--- src/rtl/signal_capture_fifo.sv ---
// Pin-change capture: timestamped change/wrap records buffered in a FIFO and serialised as bytes for SPI.
// Optional start trigger enabled by defining SIGNAL_CAPTURE_TRIGGER_EN.
module signal_capture_fifo #(
    parameter int CHANNELS   = 8,
    parameter int TIME_WIDTH = 32,
    parameter int DEPTH      = 16
) (
    input  logic                     clk,
    input  logic                     rst,
    input  logic [CHANNELS-1:0]      pin_values,
    output logic [7:0]               tx_byte,
    output logic                     tx_valid,
    input  logic                     tx_next,
    input  logic [CHANNELS-1:0]      trig_mask,
    input  logic [CHANNELS-1:0]      trig_value,
    output logic                     triggered,
    output logic                     overflow,
    output logic [$clog2(DEPTH):0]   fifo_level
);
    localparam int VB = (CHANNELS + 7) / 8;
    localparam int TB = TIME_WIDTH / 8;
    localparam int NB = TB + VB;
    localparam int RW = NB * 8;
    localparam int AW = $clog2(DEPTH);
    localparam int LW = AW + 1;
    localparam int IW = $clog2(NB);
    localparam logic [TIME_WIDTH-1:0] D_MAX    = '1;
    localparam logic [LW-1:0]         FULL     = LW'(DEPTH);
    localparam logic [IW-1:0]         LAST_IDX = IW'(NB - 1);

    typedef enum logic {IDLE, SEND} state_t;
    state_t state, state_nx;

    logic [CHANNELS-1:0]   s1, s, last;
    logic [TIME_WIDTH-1:0] d;
    logic [RW-1:0]         mem [DEPTH];
    logic [AW-1:0]         wr_ptr, rd_ptr;
    logic [LW-1:0]         count;
    logic [RW-1:0]         sh;
    logic [IW-1:0]         idx;
    logic [VB*8-1:0]       s_ext, last_ext;
    logic [RW-1:0]         rec;
    logic                  trig, fire, want, push, pop;

    always_comb begin
        s_ext    = '0;
        last_ext = '0;
        s_ext[CHANNELS-1:0]    = s;
        last_ext[CHANNELS-1:0] = last;
    end

`ifdef SIGNAL_CAPTURE_TRIGGER_EN
    always_ff @(posedge clk or negedge rst) begin
        if (!rst)      trig <= 1'b0;
        else if (fire) trig <= 1'b1;
    end
`else
    assign trig = 1'b1;
    wire unused_trig = &{1'b0, trig_mask, trig_value};
`endif
    assign triggered = trig;

    // Record selection: trigger record, then change, then wrap.
    always_comb begin
        want = 1'b0;
        fire = 1'b0;
        rec  = '0;
`ifdef SIGNAL_CAPTURE_TRIGGER_EN
        if (!trig && ((s & trig_mask) == (trig_value & trig_mask))) begin
            fire = 1'b1;
            want = 1'b1;
            rec  = {{TIME_WIDTH{1'b0}}, s_ext};
        end else
`endif
        if (trig && s != last) begin
            want = 1'b1;
            rec  = {d, s_ext};
        end else if (trig && d == D_MAX) begin
            want = 1'b1;
            rec  = {D_MAX, last_ext};
        end
    end

    assign pop  = (state == IDLE) && (count != '0);
    assign push = want && ((count != FULL) || pop);

    // d restarts at 1 after a push so the next record carries the true cycle distance.
    always_ff @(posedge clk or negedge rst) begin
        if (!rst) begin
            s1       <= '0;
            s        <= '0;
            last     <= '0;
            d        <= '0;
            overflow <= 1'b0;
        end else begin
            s1 <= pin_values;
            s  <= s1;
            if (push) begin
                last <= s;
                d    <= TIME_WIDTH'(1);
            end else if (d != D_MAX) begin
                d <= d + 1'b1;
            end
            if (want && !push) overflow <= 1'b1;
        end
    end

    always_ff @(posedge clk) begin
        if (push) mem[wr_ptr] <= rec;
    end

    always_ff @(posedge clk or negedge rst) begin
        if (!rst) begin
            wr_ptr <= '0;
            rd_ptr <= '0;
            count  <= '0;
        end else begin
            if (push) wr_ptr <= wr_ptr + 1'b1;
            if (pop)  rd_ptr <= rd_ptr + 1'b1;
            count <= count + LW'(push) - LW'(pop);
        end
    end
    assign fifo_level = count;

    always_ff @(posedge clk or negedge rst) begin
        if (!rst) state <= IDLE;
        else      state <= state_nx;
    end

    always_comb begin
        state_nx = state;
        case (state)
            IDLE: if (count != '0) state_nx = SEND;
            SEND: if (tx_next && idx == LAST_IDX) state_nx = IDLE;
            default: state_nx = IDLE;
        endcase
    end

    // Shift register presents the record MSB byte first.
    always_ff @(posedge clk or negedge rst) begin
        if (!rst) begin
            sh  <= '0;
            idx <= '0;
        end else if (pop) begin
            sh  <= mem[rd_ptr];
            idx <= '0;
        end else if (state == SEND && tx_next) begin
            sh  <= sh << 8;
            idx <= idx + 1'b1;
        end
    end

    assign tx_valid = (state == SEND);
    assign tx_byte  = sh[RW-1 -: 8];
endmodule
--- config.mk ---
export PLATFORM = sky130hd
export DESIGN_NAME = signal_capture_fifo
export DESIGN_NICKNAME = d
export VERILOG_FILES = /design/src/rtl/signal_capture_fifo.sv
export SDC_FILE = /design/constraint.sdc
export NUM_CORES = 1
export LEC_CHECK = 0
export CORE_ASPECT_RATIO = 1.2
export CORE_UTILIZATION = 50
export CTS_CLUSTER_SIZE = 12
export DETAILED_ROUTE_END_ITERATION = 12
export DONT_BUFFER_PORTS = 1
export GPL_TIMING_DRIVEN = 1
export PLACE_DENSITY = 0.66
export SLEW_MARGIN = 15
export SYNTH_ARGS = -nofsm -noshare
export SYNTH_HDL_FRONTEND = slang
export SYNTH_SLANG_ARGS = --single-unit
--- constraint.sdc ---
create_clock -name clk -period 3.3 [get_ports clk]
set_input_delay 0.66 -clock clk [delete_from_list [all_inputs] [get_ports clk]]
set_output_delay 0.66 -clock clk [all_outputs]
set_load 0.1 [all_outputs]
==> out/metrics.yaml <==
max_slew_margin_pct: 34.01
period_needed_ns: 3.026
synthDistinctLibCells: 47
critPathTopFamily: "simple AND/OR/NAND/NOR gates"
dp.final_hpwl_um: 35990
via_per_inst: 5.907
pin_count: 43
grt_pass1_wl_um: 96810
synth_xor_area_share_pct: 1.323
syn_area_mm2: 0.02978
ys.flop_type: "edfxtp_1"
root_buffer: "clkbuf_16"
power.share.switching_pct: 30.62
hold_viol: 4
htreeDepth: 3
ys_seq_area_share_pct: 74.10
cpPeakStageDelay_ns: 0.48
timing.rr.start: "d[24]"
overflow: 0
die_w_um: 224.8
synthMuxAreaShare_pct: 16.14
drt_wl_total_um: 64000
required_ns: 3.57
grt_max_degree: 115
synth_top_cell_area_share_pct: 64.52
rsz0062_at_grt: "no"
critPathMostFrequentCell: "buf_4"
yosys.area_share.simple_pct: 3.008
cts_tree: "done"
synth-edff-count: 640
tns_ns: 0
synth_seq_cells: 754
first_pass_iters: 5
drtAntennaViolNets: 0
yosysWarnings: 0
portBuffers: 0
cp_num_buf_inv: 2
maxSlewViolCount: 0
fin_util_pct: 57.68
dieArea_mm2: 0.06055
crit_chain: "nand4_2 -> nor4_4 -> nand4_4 -> a21oi_4 -> buf_4 -> and3_2 -> buf_4"
synth_top_area_cell: "edfxtp_1"
worstPathArrival_ns: 3.29
track_usage_pct: 21.96
hold_class: "in2async"
rows: 97
finalClockSkew_ns: 0.02534
syn_inst: 1547
vias: 14737
cts_inserted_buffers: 76
place_congestion: 0.8214
drc: 0
tightest_slew_ns: 0.9898
clk_pin_slew_ns: 0.06
syn-num-nets: 1589
nets: 1683
synth_area_leaders: "edfxtp_1 (65%), mux4_2 (12%), dfrtp_1 (9.6%)"
critPathCaptureType: "register"
clock-sinks: 754
criticalPathCategory: "reg2reg"
postSynth.asyncResetShare_pct: 15.12
ir_drop_mv: 0.9832
seq_power_share_pct: 45.1
critPathMaxFanout: 50
clockBufferDepth: 3
cts-resized-gates: 0
fillCellCount: 4288
p_per_area_mw_per_mm2: 882.5
setup_viol: 0
die_h_um: 269.4
diodes: 0
area_growth_pct: 13.51
final_layout_size_suffix_gt1_share_pct: 26.48
r2r_end: "mem[6][0]"
power_frac_comb_pct: 28.2
clock_power_share_pct: 26.7
antenna_found_initial: 0
p_int_w: 0.02070
rr_worst_depth: 7
slowest_stage: "nor4_4"
violations: "negative hold slack"
period_share_pct: 91.69
synth_top_family_by_area: "multiplexers"
wl_per_cell_um: 25.65
switching_power_w: 0.009135
clock_latency_ns: 0.62
synth_area_per_cell_um2: 19.25
status: "finished with violations"
first_global_vias: 15399
timing.reg2reg.setup_slack_ns: 0.27
start_util_pct: 50.81
crit_path_start_kind: "register"
fmax_ghz: 0.3305
drt_iter0_markers: 1338
hold-worst-slack_ns: -0.01618
leakagePower_nw: 11.47
synthAdderAreaFrac_pct: 0.6553
synth-compound-area-share_pct: 2.735
drv_cap: 0
core_area_mm2: 0.05862
[worst max path at each step]
stage | from | end | slack (ns) | cells after the start
6_report | d[24] | mem[6][0] | 0.27 | 7
5_1_grt | d[24] | fifo_level[4] | 0.09 | 15
4_1_cts | d[24] | mem[6][0] | 0.29 | 7
3_5_place_dp | d[24] | mem[6][33] | 0.31 | 7
3_3_place_gp | d[24] | fifo_level[4] | 0.32 | 15
2_1_floorplan | fifo_level[2] | fifo_level[4] | 0.12 | 17
[cell usage in the layout (no fill, tap or decap), types with 3 or more instances in the layout]
cell type,synthesis,final
nand4_1,15,15
mux2_2,64,64
mux2i_1,46,46
and2_1,4,4
and4_1,3,3
and3_1,23,7
inv_1,46,46
mux4_2,161,161
o21ai_0,46,46
clkbuf_1,42,48
nand2_1,54,52
nor2_1,43,42
clkinv_2,0,3
and3_2,0,16
inv_6,0,3
buf_12,0,27
buf_4,12,77
clkbuf_16,0,78
dfrtp_1,114,109
o21ai_1,7,7
edfxtp_1,640,640
ha_1,14,14
dfrtp_4,0,3
a21oi_1,43,43
xnor2_1,43,43
nor3_1,4,4
clkbuf_8,0,3
clkinv_1,1,3
nand3_1,18,18
o22ai_1,41,41
[per-layer routing]
layer	share of wire, %	up-vias	global-route usage, %
li1	-	6337	-
met1	41	7864	29.93
met2	51	445	36.36
met3	6.2	91	3.672
met4	2.2	0	6.749
met5	0	-	0
[final cells by class]
cell class	instances	area, um2	area share [%]
Sequential cell	754	22080	65.32
Multi-Input combinational cell	656	7142	21.12
Clock buffer	129	2173	6.428
Timing Repair Buffer	105	1146	3.390
Tap cell	792	991.0	2.931
Inverter	48	180.2	0.5329
Clock inverter	11	92.59	0.2739
[repair_timing]
item	in CTS	in global routing
setup endpoints to repair	0	0
setup buffers	0	0
hold buffers	1	0
endpoints found under the hold margin	114	0
[through the flow]
stage	worst slack (ns)	instance area [um2]	power [W]	instances
final	0.2741	33810	0.02984	2495
after global routing	0.08642	33810	0.03113	2495
after CTS	0.2852	33810	0.03017	2495
after detailed placement	0.3120	31520	0.02220	2354
after global placement	0.3169	31520	0.02199	2354
after floorplan	0.1211	29800	0.01930	1547
[kinds of logic after synthesis]
group                    after synthesis
AO/OA/AOI/OAI                        146
XOR/XNOR                              45
adder cells (fa/ha/maj)               15
buffers and inverters                137
flip-flops                           754
multiplexers                         271
other                                  1
AND/OR/NAND/NOR                      178
[Yosys cell counts, types with 4 or more instances]
library cell,count
nor3_1,4
o21ai_0,46
and2_1,4
mux4_2,161
clkbuf_1,42
nand2_1,54
and3_1,23
o22ai_1,41
mux2i_1,46
a21oi_1,43
buf_1,5
ha_1,14
mux2_2,64
dfrtp_1,114
xnor2_1,43
buf_4,12
edfxtp_1,640
o21ai_1,7
nor2_1,43
nand3_1,18
nand4_1,15
buf_2,29
inv_1,46
[state kept, by name (all words and copies together) (netlist names), 5 cells and up]
signal and count:
last 8, s1 8, d 32, fifo_level 5
mem 640, s 8, sh 40
[power by group through the flow]
stage | clock [W] | combinational [W] | sequential [W]
finish | 0.00796 | 0.00841 | 0.0135
global route | 0.00848 | 0.00904 | 0.0136
CTS | 0.00810 | 0.00858 | 0.0135
detailed placement | 0 | 0.00852 | 0.0137
global placement | 0 | 0.00842 | 0.0136
floorplan | 0 | 0.00618 | 0.0131
(Power assumes the default switching activity.)
